$ cat src/rtl/parking_time_tracker_pkg.sv
// Shared constants, slot-index width helper and output FSM states for the
// parking time tracker.
package parking_pkg;

    localparam int DEF_TW    = 8;
    localparam int DEF_SLOTS = 8;

    function automatic int slot_w(input int n);
        return (n > 1) ? $clog2(n) : 1;
    endfunction

    typedef enum logic {
        EMPTY = 1'b0,
        HOLD  = 1'b1
    } out_state_t;

endpackage

$ cat src/rtl/parking_time_tracker_time_base.sv
// Time-of-day base: prescaler producing a one-cycle tick every TICK_DIV clocks
// and a modular TW-bit time counter advanced on each tick.
module time_base #(
    parameter int TW       = 8,
    parameter int TICK_DIV = 50
) (
    input  logic          clk,
    input  logic          rst,
    output logic          tick,
    output logic [TW-1:0] now
);

    localparam int PW = $clog2(TICK_DIV);

    logic [PW-1:0] presc;

    assign tick = (presc == PW'(TICK_DIV - 1));

    always_ff @(posedge clk or posedge rst) begin
        if (rst) begin
            presc <= '0;
            now   <= '0;
        end else if (tick) begin
            presc <= '0;
            now   <= now + 1'b1;
        end else begin
            presc <= presc + 1'b1;
        end
    end

endmodule

$ cat src/rtl/parking_time_tracker.sv
// Per-slot entry timestamps plus a one-deep valid/ready output stage that
// presents (time_in, time_out) for an exiting car. Optional: OVERSTAY_FLAG_EN.
module parking_time_tracker
    import parking_pkg::*;
#(
    parameter int SLOTS    = DEF_SLOTS,
    parameter int TW       = DEF_TW,
    parameter int TICK_DIV = 50
) (
    input  logic                     clk,
    input  logic                     rst,
    input  logic                     entry_valid,
    input  logic [slot_w(SLOTS)-1:0] entry_slot,
    input  logic                     exit_valid,
    input  logic [slot_w(SLOTS)-1:0] exit_slot,
    output logic                     exit_ready,
    output logic                     out_valid,
    input  logic                     out_ready,
    output logic [TW-1:0]            time_in,
    output logic [TW-1:0]            time_out,
    output logic [slot_w(SLOTS)-1:0] out_slot,
    output logic [TW-1:0]            now,
    output logic [SLOTS-1:0]         occupied,
    output logic                     err_entry,
    output logic                     err_exit,
    output logic                     out_overstay
);

    localparam int SW   = slot_w(SLOTS);
    localparam int NPAD = 2 ** SW;

    logic                     tick;
    logic [SLOTS-1:0][TW-1:0] stamp;
    logic [NPAD-1:0]          occ_pad;
    logic [NPAD-1:0]          in_range;
    out_state_t               state, state_nxt;
    logic                     exit_acc, exit_ok, entry_ok;

    time_base #(.TW(TW), .TICK_DIV(TICK_DIV)) u_time_base (
        .clk  (clk),
        .rst  (rst),
        .tick (tick),
        .now  (now)
    );

    // Out-of-range indices look empty and invalid so they fall into the error paths.
    for (genvar g = 0; g < NPAD; g++) begin : g_pad
        if (g < SLOTS) begin : g_in
            assign occ_pad[g]  = occupied[g];
            assign in_range[g] = 1'b1;
        end else begin : g_out
            assign occ_pad[g]  = 1'b0;
            assign in_range[g] = 1'b0;
        end
    end

    assign out_valid  = (state == HOLD);
    assign exit_ready = !out_valid || out_ready;

    // Exit is resolved first, so an entry to the slot being vacated is legal.
    always_comb begin
        exit_acc = exit_valid && exit_ready;
        exit_ok  = exit_acc && in_range[exit_slot] && occ_pad[exit_slot];
        entry_ok = entry_valid && in_range[entry_slot] &&
                   (!occ_pad[entry_slot] || (exit_ok && (entry_slot == exit_slot)));
    end

    always_comb begin
        state_nxt = state;
        case (state)
            EMPTY:   if (exit_ok) state_nxt = HOLD;
            HOLD:    if (out_ready && !exit_ok) state_nxt = EMPTY;
            default: state_nxt = EMPTY;
        endcase
    end

    always_ff @(posedge clk or posedge rst) begin
        if (rst) state <= EMPTY;
        else     state <= state_nxt;
    end

    always_ff @(posedge clk or posedge rst) begin
        if (rst) begin
            time_in   <= '0;
            time_out  <= '0;
            out_slot  <= '0;
            err_entry <= 1'b0;
            err_exit  <= 1'b0;
        end else begin
            err_entry <= entry_valid && !entry_ok;
            err_exit  <= exit_acc && !exit_ok;
            if (exit_ok) begin
                time_in  <= stamp[exit_slot];
                time_out <= now;
                out_slot <= exit_slot;
            end
        end
    end

    always_ff @(posedge clk or posedge rst) begin
        if (rst) begin
            occupied <= '0;
            stamp    <= '0;
        end else begin
            for (int i = 0; i < SLOTS; i++) begin
                if (exit_ok && (exit_slot == SW'(i)))
                    occupied[i] <= 1'b0;
                if (entry_ok && (entry_slot == SW'(i))) begin
                    occupied[i] <= 1'b1;
                    stamp[i]    <= now;
                end
            end
        end
    end

`ifdef OVERSTAY_FLAG_EN
    logic [SLOTS-1:0] ovr;

    // Flag when the stay reaches a full 2^TW ticks and the difference aliases.
    always_ff @(posedge clk or posedge rst) begin
        if (rst) begin
            ovr <= '0;
        end else begin
            for (int i = 0; i < SLOTS; i++) begin
                if (entry_ok && (entry_slot == SW'(i)))
                    ovr[i] <= 1'b0;
                else if (tick && occupied[i] && ((now + TW'(1)) == stamp[i]))
                    ovr[i] <= 1'b1;
            end
        end
    end

    always_ff @(posedge clk or posedge rst) begin
        if (rst)          out_overstay <= 1'b0;
        else if (exit_ok) out_overstay <= ovr[exit_slot];
    end
`else
    logic unused_tick;
    assign unused_tick  = tick;
    assign out_overstay = 1'b0;
`endif

endmodule

$ cat config.mk
export PLATFORM = sky130hd
export DESIGN_NAME = parking_time_tracker
export DESIGN_NICKNAME = d
export VERILOG_FILES = /design/src/rtl/parking_time_tracker_pkg.sv /design/src/rtl/parking_time_tracker_time_base.sv /design/src/rtl/parking_time_tracker.sv
export SDC_FILE = /design/constraint.sdc
export NUM_CORES = 1
export LEC_CHECK = 0
export ABC_AREA = 1
export BUFFER_PORTS_ARGS = -buffer_cell sky130_fd_sc_hd__buf_2
export CAP_MARGIN = 5
export CELL_PAD_IN_SITES_DETAIL_PLACEMENT = 0
export CELL_PAD_IN_SITES_GLOBAL_PLACEMENT = 1
export CORE_AREA = 2 2 105 128
export CTS_BUF_LIST = sky130_fd_sc_hd__clkbuf_8
export CTS_CLUSTER_SIZE = 16
export DETAILED_ROUTE_END_ITERATION = 10
export DIE_AREA = 0 0 107 130
export GPL_ROUTABILITY_DRIVEN = 0
export GPL_TIMING_DRIVEN = 1
export HOLD_SLACK_MARGIN = 0.05
export PLACE_DENSITY = 0.81
export SYNTH_ARGS = -nofsm -noshare
export SYNTH_HDL_FRONTEND = slang
export SYNTH_SLANG_ARGS = --single-unit
$ cat constraint.sdc
create_clock -name clk -period 3.05 [get_ports clk]
set_input_delay 0.1525 -clock clk [delete_from_list [all_inputs] [get_ports clk]]
set_output_delay 0.1525 -clock clk [all_outputs]
set_load 0.1 [all_outputs]
==> results.sh <==
export IMPL_status="finished, final reports clean"
export IMPL_power_density_nw_per_um2=560
export IMPL_period_needed_ps=2020
export IMPL_cts_htree_levels=3
export IMPL_ys_warn_count=0
export IMPL_p_sw_share_pct=40.5
export IMPL_insertion_delay_ps=400
export IMPL_grt_max_degree=59
export IMPL_cpPeakStageDelay_ps=450
export IMPL_first_global_vias=4456
export IMPL_slew_viol_final=0
export IMPL_die_w_um=107
export IMPL_yosysUniqueCellTypes=30
export IMPL_syn_inst=627
export IMPL_p_leak_nw=2.97
export IMPL_required_ps=3330
export IMPL_tns_ps=0
export IMPL_cp_cell_sequence="nand2_1 > nand2_1 > nand2_1 > nand3_2 > nand4_1 > nand2_4 > nand3_2 > nand2_1 > nand2_1"
export IMPL_nets=677
export IMPL_hold_buffers=3
export IMPL_yosysSeqAreaShare_pct=51.7
export IMPL_skew_ps=15.4
export IMPL_synth_seq_cells=108
export IMPL_yosys_area_share_xor_xnor_pct=1.68
export IMPL_antenna_found_initial=0
export IMPL_finalSetupViolCount=0
export IMPL_wl_per_cell_um=17.5
export IMPL_syn2layout_area_growth_pct=10.3
export IMPL_ant_nets=0
export IMPL_cts_buffer_depth=2
export IMPL_rsz0062_at_grt="false"
export IMPL_synth_simple_area_share_pct=35.6
export IMPL_crit_path_end_kind="register"
export IMPL_worstHoldPathType="in2reg"
export IMPL_max_cap_violations=0
export IMPL_die_area_um2=13900
export IMPL_synth_mux_area_share_pct=0
export IMPL_vias=4607
export IMPL_gr_max_usage_layer="met2"
export IMPL_numCtsBuffers=9
export IMPL_synth_top_family_by_area="simple AND/OR/NAND/NOR gates"
export IMPL_period_share_pct=66.2
export IMPL_grt_pass1_wl_um=23800
export IMPL_cpMaxStageDelayCell="dfrtp_1"
export IMPL_synth_area_um2=5220
export IMPL_drc=0
export IMPL_cts_tree="done"
export IMPL_r2r_slack_ps=1030
export IMPL_core_area_um2=12800
export IMPL_whs_ps=88.2
export IMPL_clk_pin_slew_ps=120
export IMPL_wirelength_um=14700
export IMPL_cts_root_buf="clkbuf_8"
export IMPL_path_common_cell="nand2_1"
export IMPL_crit_arrival_ps=2300
export IMPL_cts_sinks=108
export IMPL_seqPwrFrac_pct=47.6
export IMPL_relSlewSlack_pct=36.6
export IMPL_p_sw_w=0.00131
export IMPL_ios=51
export IMPL_start_util_pct=40.7
export IMPL_ir_drop_uv=440
export IMPL_synthAdderAreaFrac_pct=0.719
export IMPL_io_buffers=49
export IMPL_use_met2_pct=34.7
export IMPL_cts_setup_buffers=0
export IMPL_start_kind="register"
export IMPL_dp_hpwl_um=9550
export IMPL_met3_usage_pct=3.30
export IMPL_combPwrFrac_pct=26.2
export IMPL_grt_met1_usage_pct=30.6
export IMPL_post_cts_resized=0
export IMPL_timing_fmax_mhz=496
export IMPL_rows=46
export IMPL_hold_viol=0
export IMPL_grt_overflow=0
export IMPL_num_antenna_cells=0
export IMPL_clkPwrFrac_pct=26.2
export IMPL_p_int_w=0.00192
export IMPL_worstMarginPinSlew_ps=951
export IMPL_drt_iter0_drc=425
export IMPL_drive_gt1_share_pct=14.4
export IMPL_worst_setup_path_type="reg2reg"
export IMPL_viasPerCell=5.51
export IMPL_syn_nets=641
export IMPL_syn_area_per_cell_um2=8.33
export IMPL_grt_usage_pct=22.4
export IMPL_drtPass1Iterations=5
export IMPL_path_max_fanout=43
export IMPL_fp_dieH_um=130
export IMPL_synth_compound_area_share_pct=4.31
[cells by family (layout without fill, tap and decap cells)]
| group | Yosys count | in the layout |
|---|---|---|
| simple gates | 412 | 412 |
| compound gates | 33 | 33 |
| fa+ha+maj | 3 | 3 |
| xor+xnor | 10 | 10 |
| buf+inv | 60 | 101 |
| other cells | 1 | 1 |
| flops | 108 | 108 |
[path summary, 6_finish.rpt]
kind / from / end / cells after the start
min in group asynchronous: rst / u_time_base.presc[0] / 3
worst min-delay path: exit_slot[2] / err_exit / 3
worst min register to register: time_out[2] / time_out[2] / 2
worst max-delay path: occupied[2] / stamp[60] / 9
worst max register to register: occupied[2] / stamp[60] / 9
max in group asynchronous: rst / stamp[30] / 4
[metrics by stage]
| step | instance area (um2) | total power, W | instances | utilization (%) | setup slack (ps) |
|---|---|---|---|---|---|
| after detailed placement | 5550 | 0.00241 | 817 | 43.3 | 1060 |
| after global routing | 5760 | 0.00337 | 836 | 44.9 | 826 |
| final | 5760 | 0.00323 | 836 | 44.9 | 1030 |
| after CTS | 5760 | 0.00325 | 836 | 44.9 | 1050 |
| after global placement | 5550 | 0.00240 | 817 | 43.3 | 1050 |
| after floorplan | 5220 | 0.00226 | 627 | - | 51.9 |
[area by class of cell]
| type | count | area (um2) |
|---|---|---|
| fillers | 1312 | 7070 |
| flip-flops and latches | 108 | 2700 |
| multi-input cells | 459 | 2210 |
| repair buffers | 62 | 363 |
| well taps | 168 | 210 |
| clock buffers | 9 | 124 |
| inverters | 23 | 92.6 |
| clock inverters | 7 | 57.6 |
[worst max-delay path, delay by kind of cell, from the launching register on]
family           cells  cell delay (ps)
and+or+nand+nor      9             1420
DFF                  1              450
[cells in the final DEF (no fill, tap or decap), drive strengths merged]
cell / instances
nand2: 292
dfrtp: 108
nand4: 67
buf: 59
nand3: 27
nor2: 25
inv: 24
a41oi: 16
o21ai: 14
xor2: 9
clkbuf: 9
clkinv: 4
a21oi: 3
ha: 3
dlygate4sd3: 3
clkinvlp: 2
nor3: 1
xnor2: 1
conb: 1
[Yosys cell counts, drive strengths merged]
cell    instances  area (um2)
a21oi           3        15.0
conb            1        3.75
ha              3        37.5
xnor2           1        8.76
nand2         292        1100
clkinv          3        12.5
nand3          27         223
clkbuf         12        50.1
a41oi          16         140
nand4          67         419
nor2           25         109
xor2            9        78.8
dfrtp         108        2700
o21ai          14        70.1
inv            20        77.6
nor3            1        5.00
buf            25         168
[routing by layer]
metal | up-vias | part of all wire (%) | wire length [um]
met2 | 190 | 45 | 6620
met3 | 42 | 6.5 | 957
li1 | 2150 | - | -
met1 | 2225 | 44 | 6470
met4 | 0 | 4.2 | 623
met5 | - | 0 | 0
[power groups by stage]
stage | Clock (W) | Sequential [W] | Combinational, W
floorplan | 0 | 0.00195 | 0.000314
global placement | 0 | 0.00156 | 0.000840
detailed placement | 0 | 0.00156 | 0.000844
CTS | 0.000867 | 0.00154 | 0.000848
global route | 0.000924 | 0.00155 | 0.000896
finish | 0.000846 | 0.00154 | 0.000846
[state kept, by name (all words and copies together) (netlist names)]
name	flops
u_time_base.presc	6
time_in	8
out_valid	1
stamp	64
time_out	8
occupied	8
err_entry	1
out_slot	3
err_exit	1
u_time_base.now	8
Power figures use the tool's default switching activity.
